`config.mk`:
```
export PLATFORM = sky130hd
export DESIGN_NAME = reg_file_sb_flat
export DESIGN_NICKNAME = d
export VERILOG_FILES = /design/src/rtl/reg_file_sb_if.sv /design/src/rtl/reg_file_sb.sv /design/src/flat_wrapper.sv
export SDC_FILE = /design/constraint.sdc
export NUM_CORES = 2
export LEC_CHECK = 0
export CORE_UTILIZATION = 50
export CTS_BUF_LIST = sky130_fd_sc_hd__clkbuf_16
export CTS_CLUSTER_DIAMETER = 40
export CTS_CLUSTER_SIZE = 16
export DETAILED_ROUTE_END_ITERATION = 16
export GPL_TIMING_DRIVEN = 1
export PLACE_DENSITY = 0.69
export SETUP_SLACK_MARGIN = 0.1
export SLEW_MARGIN = 20
export SYNTH_ARGS = -nofsm -noshare
export SYNTH_HDL_FRONTEND = slang
export SYNTH_SLANG_ARGS = --single-unit
```
`constraint.sdc`:
```
create_clock -name clk -period 42.1 [get_ports clk]
set_input_delay 8.42 -clock clk [delete_from_list [all_inputs] [get_ports clk]]
set_output_delay 8.42 -clock clk [all_outputs]
set_load 0.01 [all_outputs]
```
`src/rtl/reg_file_sb_if.sv`:
```
// reg_file_sb_if -- bus between decode/writeback and the scoreboarded register file.
// Read side : rs_en / rs_addr in, rs_data / rs_busy out (NRD ports, packed per port).
// Write side: wb_en / wb_addr / wb_data.
// Scoreboard: claim_en / claim_addr, flush, and busy_cnt out.
// master = pipeline (decode/writeback), slave = register file.
interface reg_file_sb_if #(
  parameter int XLEN  = 32,
  parameter int NREGS = 32,
  parameter int NRD   = 2
) ();
  localparam int AW = $clog2(NREGS);

  logic [NRD-1:0]      rs_en;
  logic [NRD*AW-1:0]   rs_addr;
  logic [NRD*XLEN-1:0] rs_data;
  logic [NRD-1:0]      rs_busy;
  logic                wb_en;
  logic [AW-1:0]       wb_addr;
  logic [XLEN-1:0]     wb_data;
  logic                claim_en;
  logic [AW-1:0]       claim_addr;
  logic                flush;
  logic [AW:0]         busy_cnt;

  modport master (
    output rs_en, rs_addr, wb_en, wb_addr, wb_data, claim_en, claim_addr, flush,
    input  rs_data, rs_busy, busy_cnt
  );

  modport slave (
    input  rs_en, rs_addr, wb_en, wb_addr, wb_data, claim_en, claim_addr, flush,
    output rs_data, rs_busy, busy_cnt
  );
endinterface

```
`src/rtl/reg_file_sb.sv`:
```
// reg_file_sb -- integer register file with a per-register busy scoreboard.
// Ports:
//   clk  : clock, all state updates on the rising edge
//   rst  : asynchronous active-high reset
//   bus  : reg_file_sb_if.slave (read ports, writeback, claim, flush, busy_cnt)
// Reads are combinational with same-cycle writeback bypass; x0 is hardwired
// to zero and never busy. A claim on the same edge as a writeback or flush wins.
module reg_file_sb #(
  parameter int XLEN  = 32,
  parameter int NREGS = 32,
  parameter int NRD   = 2
) (
  input logic          clk,
  input logic          rst,
  reg_file_sb_if.slave bus
);
  localparam int AW = $clog2(NREGS);

  logic [XLEN-1:0]  r_regs [NREGS];
  logic [NREGS-1:0] r_busy;
  logic [AW:0]      r_busy_cnt;
  logic [NREGS-1:0] w_busy_nxt;

  function automatic logic [AW:0] popcount(input logic [NREGS-1:0] v);
    logic [AW:0] n;
    n = {(AW+1){1'b0}};
    for (int k = 0; k < NREGS; k++) begin
      n = n + {{AW{1'b0}}, v[k]};
    end
    return n;
  endfunction

  // Next busy vector: flush or writeback release first, then claim sets on top.
  always_comb begin
    w_busy_nxt = r_busy;
    if (bus.flush) begin
      w_busy_nxt = {NREGS{1'b0}};
    end else if (bus.wb_en) begin
      w_busy_nxt[bus.wb_addr] = 1'b0;
    end else begin
      w_busy_nxt = r_busy;
    end
    if (bus.claim_en) begin
      w_busy_nxt[bus.claim_addr] = 1'b1;
    end else begin
      w_busy_nxt[0] = 1'b0;
    end
    w_busy_nxt[0] = 1'b0;
  end

  // Register array write port; x0 is never written so it stays zero.
  always_ff @(posedge clk or posedge rst) begin
    if (rst) begin
      for (int k = 0; k < NREGS; k++) begin
        r_regs[k] <= {XLEN{1'b0}};
      end
    end else if (bus.wb_en && (bus.wb_addr != {AW{1'b0}})) begin
      r_regs[bus.wb_addr] <= bus.wb_data;
    end
  end

  // Scoreboard state and its registered population count.
  always_ff @(posedge clk or posedge rst) begin
    if (rst) begin
      r_busy     <= {NREGS{1'b0}};
      r_busy_cnt <= {(AW+1){1'b0}};
    end else begin
      r_busy     <= w_busy_nxt;
      r_busy_cnt <= popcount(w_busy_nxt);
    end
  end

  assign bus.busy_cnt = r_busy_cnt;

  for (genvar i = 0; i < NRD; i++) begin : g_rd
    logic [AW-1:0]   w_addr;
    logic [XLEN-1:0] w_data;
    logic            w_bsy;

    assign w_addr = bus.rs_addr[i*AW +: AW];

    // Read mux: disabled/reset, x0, writeback bypass, then stored state.
    always_comb begin
      w_data = {XLEN{1'b0}};
      w_bsy  = 1'b0;
      if (rst || !bus.rs_en[i]) begin
        w_data = {XLEN{1'b0}};
        w_bsy  = 1'b0;
      end else if (w_addr == {AW{1'b0}}) begin
        w_data = {XLEN{1'b0}};
        w_bsy  = 1'b0;
      end else if (bus.wb_en && (bus.wb_addr == w_addr)) begin
        // The producer is writing back now, so the consumer need not stall.
        w_data = bus.wb_data;
        w_bsy  = 1'b0;
      end else begin
        w_data = r_regs[w_addr];
        w_bsy  = r_busy[w_addr];
      end
    end

    assign bus.rs_data[i*XLEN +: XLEN] = w_data;
    assign bus.rs_busy[i]              = w_bsy;
  end
endmodule

```
`src/flat_wrapper.sv`:
```
// flat-port wrapper written by rule: the top's interface ports become plain ports
module reg_file_sb_flat 
#(
  parameter int XLEN  = 32,
  parameter int NREGS = 32,
  parameter int NRD   = 2
)
  (clk, rst, bus_rs_en, bus_rs_addr, bus_wb_en, bus_wb_addr, bus_wb_data, bus_claim_en, bus_claim_addr, bus_flush, bus_rs_data, bus_rs_busy, bus_busy_cnt);
  reg_file_sb_if #(.XLEN(XLEN), .NREGS(NREGS), .NRD(NRD)) bus_i ();
  input logic clk;
  input logic rst;
  input wire logic [$bits(bus_i.rs_en)-1:0] bus_rs_en;
  input wire logic [$bits(bus_i.rs_addr)-1:0] bus_rs_addr;
  input wire logic [$bits(bus_i.wb_en)-1:0] bus_wb_en;
  input wire logic [$bits(bus_i.wb_addr)-1:0] bus_wb_addr;
  input wire logic [$bits(bus_i.wb_data)-1:0] bus_wb_data;
  input wire logic [$bits(bus_i.claim_en)-1:0] bus_claim_en;
  input wire logic [$bits(bus_i.claim_addr)-1:0] bus_claim_addr;
  input wire logic [$bits(bus_i.flush)-1:0] bus_flush;
  output wire logic [$bits(bus_i.rs_data)-1:0] bus_rs_data;
  output wire logic [$bits(bus_i.rs_busy)-1:0] bus_rs_busy;
  output wire logic [$bits(bus_i.busy_cnt)-1:0] bus_busy_cnt;
  assign bus_i.rs_en = bus_rs_en;
  assign bus_i.rs_addr = bus_rs_addr;
  assign bus_i.wb_en = bus_wb_en;
  assign bus_i.wb_addr = bus_wb_addr;
  assign bus_i.wb_data = bus_wb_data;
  assign bus_i.claim_en = bus_claim_en;
  assign bus_i.claim_addr = bus_claim_addr;
  assign bus_i.flush = bus_flush;
  assign bus_rs_data = bus_i.rs_data;
  assign bus_rs_busy = bus_i.rs_busy;
  assign bus_busy_cnt = bus_i.busy_cnt;
  reg_file_sb #(.XLEN(XLEN), .NREGS(NREGS), .NRD(NRD)) u_core (.clk(clk), .rst(rst), .bus(bus_i));
endmodule
```
==> results_dict.tcl <==
set metrics [dict create \
    numCtsBuffers 149 \
    cp_max_fo 81 \
    startpoint "bus_rs_addr[5]" \
    synth_warnings 0 \
    hold_slack_ns 0.3901 \
    regArea_sq_um 26550 \
    power_density_nw_per_um2 49.70 \
    worst_r2r_endpoint "u_core.bus.busy_cnt[4]$_DFF_PP0_" \
    critPathCaptureType "output pin" \
    yosys_register_bits 1061 \
    cts-root-buf "clkbuf_16" \
    syn_nets 3945 \
    cp.required_ns 33.68 \
    dpl-instance-area_sq_um 59780 \
    fp.dieH_um 341.4 \
    start_kind "primary input" \
    fin_area_sq_um 64930 \
    grt_overflow 0 \
    wl_per_cell_um 32.17 \
    ys.flop_type "dfrtp_1" \
    cts_sinks 1061 \
    cts_buffer_depth 3 \
    place_congestion 0.7907 \
    syn-instance-count 3854 \
    first_global_vias 38180 \
    finalCriticalPeriod_ns 21.05 \
    syn_area_sq_um 57590 \
    timing.final.hold_violations 0 \
    synthDistinctLibCells 52 \
    max_slew_margin 0.2390 \
    dp_cells 5131 \
    async_flop_share 1.000 \
    dieArea_sq_um 116500 \
    fp-row-count 124 \
    diodes 0 \
    dp_hpwl_mm 88.79 \
    cts_tree "done" \
    multi_input_area_sq_um 29100 \
    skew_ns 0.007958 \
    r2r_slack_ns 36.83 \
    layoutNonFillerInstCount 5408 \
    fin_util 0.5686 \
    cts.htree.levels 4 \
    ant_nets 0 \
    fillers 9032 \
    synth_edf_count 0 \
    arrival_ns 12.63 \
    drive_gt1_frac 0.4887 \
    fin_crit_sh 0.5000 \
    grt_max_degree 169 \
    setup_viol 0 \
    slew_violations 0 \
    clkLatencyLatePin_ns 0.75 \
    crit_type "in2out" \
    post_cts_buffers 0 \
    totalWireLength_mm 174.0 \
    syn_area_per_cell_sq_um 14.94 \
    grtUsageTotal 0.3034 \
    yosysSeqAreaShare 0.4610 \
    cts.clk_slew.worst_paths_ns 0.05 \
    io-pin-count 131 \
    drcViolationCount 0 \
    max_cap_violations 0 \
    drtIter0Drc 4066 \
    io_buffers 130 \
    initial_core_util 0.5043 \
    r2r_start "u_core.r_busy[29]$_DFF_PP0_" \
    grt_setup_unrepaired "no" \
    grt_pass1_wl_mm 259.6 \
    fmax_mhz 47.51 \
    status "finished, final reports clean" \
    hp-class "reg2reg" \
    routed-via-count 36870 \
    crit_end "bus_rs_data[57]" \
    via_per_inst 6.817 \
    hp-start "u_core.r_regs[1005]$_DFFE_PP0P_" \
    syn_to_final_growth_pct 12.74 \
    die_width_um 341.4 \
    grt_antenna_before_repair 4 \
    firstDrtPassIters 5 \
    nets 3861 \
    cts_hold_repair.buffers 0 \
    worstMarginPinSlew_ns 1.138 \
    core_area_sq_um 114200 \
    cts_resized 0 \
    leakagePower_nw 27.97 \
    reg2reg_depth 17 \
    peakVddDrop_v 0.00004480 \
    tns_ns 0 \
]
## routing by layer
| layer | share of wire | GRT usage |
|---|---|---|
| met1 | 0.41 | 0.4293 |
| met2 | 0.46 | 0.4577 |
| met3 | 0.089 | 0.07372 |
| met4 | 0.035 | 0.1092 |
| met5 | 0.00026 | 0 |
## flip-flops by register name, indices dropped and copies added (netlist names)
name                 cells
u_core.bus.busy_cnt      6
u_core.r_busy           31
u_core.r_regs         1024
## cells in the mapped netlist, types with 10 or more instances
master | count | share of area
buf_2 | 95 | 0.0083
a22oi_1 | 60 | 0.0078
a21oi_1 | 50 | 0.0043
a211o_1 | 32 | 0.0049
o32ai_1 | 12 | 0.0018
a211oi_1 | 128 | 0.017
o221ai_1 | 37 | 0.0056
buf_4 | 34 | 0.0044
inv_1 | 65 | 0.0042
buf_1 | 49 | 0.0032
mux2_2 | 995 | 0.19
mux2i_1 | 141 | 0.025
fa_1 | 23 | 0.0080
nand3_1 | 16 | 0.0014
buf_6 | 11 | 0.0022
o22ai_1 | 20 | 0.0022
nand2_1 | 47 | 0.0031
o21ai_0 | 10 | 0.00087
mux4_2 | 506 | 0.20
a221o_1 | 30 | 0.0052
nor2b_1 | 69 | 0.0075
dfrtp_1 | 1061 | 0.46
nor2_1 | 29 | 0.0019
clkbuf_1 | 253 | 0.016
## cell families after synthesis
family | after synthesis | synth area share
mux | 1642 | 0.4170
compound gates | 408 | 0.05375
flops | 1061 | 0.4610
simple gates | 190 | 0.01751
xor+xnor | 13 | 0.001977
buf+inv | 508 | 0.03882
fa+ha+maj | 32 | 0.009951
## how the worst min path moves through the flow
stage                                 endpoint  slack, ns  cells after the start
6_report       u_core.r_regs[1005]$_DFFE_PP0P_       0.39                      0
5_1_grt        u_core.r_regs[1005]$_DFFE_PP0P_       0.40                      0
4_1_cts        u_core.r_regs[1005]$_DFFE_PP0P_       0.39                      0
3_5_place_dp   u_core.r_regs[1006]$_DFFE_PP0P_       0.38                      0
3_3_place_gp    u_core.r_regs[997]$_DFFE_PP0P_       0.38                      0
2_1_floorplan  u_core.r_regs[1000]$_DFFE_PP0P_       0.44                      1
## critical path, cell delays in order
cell and delay (ns):
buf_8 0.68, buf_4 0.86, buf_4 0.58, mux4_2 0.57, mux4_2 0.48, a221o_1 0.36, clkdlybuf4s50_1 0.49
## power breakdown
group | switching [mW] | internal [mW]
Sequential | 0.137 | 1.21
Combinational | 0.222 | 0.352
Clock | 0.507 | 0.798
## placed cells by master (no fill, tap or decap), types with 37 or more instances in the layout
cell and count:
dfrtp_1 1061, mux2_2 995, mux4_2 506, clkbuf_16 155, mux2i_1 141, a211oi_1 128
clkdlybuf4s50_1 111, inv_1 75, buf_4 71, nor2b_1 68, a22oi_1 60, a21oi_1 50
o221ai_1 37
## layout make-up
class                      instances  share of cell area
timing repair buffer             207             0.02975
inverter                          66            0.003893
multi-input combinational       2285              0.4482
tap                             1512             0.02914
clock buffer                     155             0.05974
sequential                      1061              0.4089
clock inverter                   122             0.02031
## per-stage QoR
step                      worst slack (ns)  total power, mW
after floorplan                      8.285            1.783
after global placement               21.02            1.908
after detailed placement             21.01            1.932
after CTS                            21.01            3.238
after global routing                 20.77            3.351
final                                21.05            3.227
No activity file was read; power rests on OpenSTA's default activity.
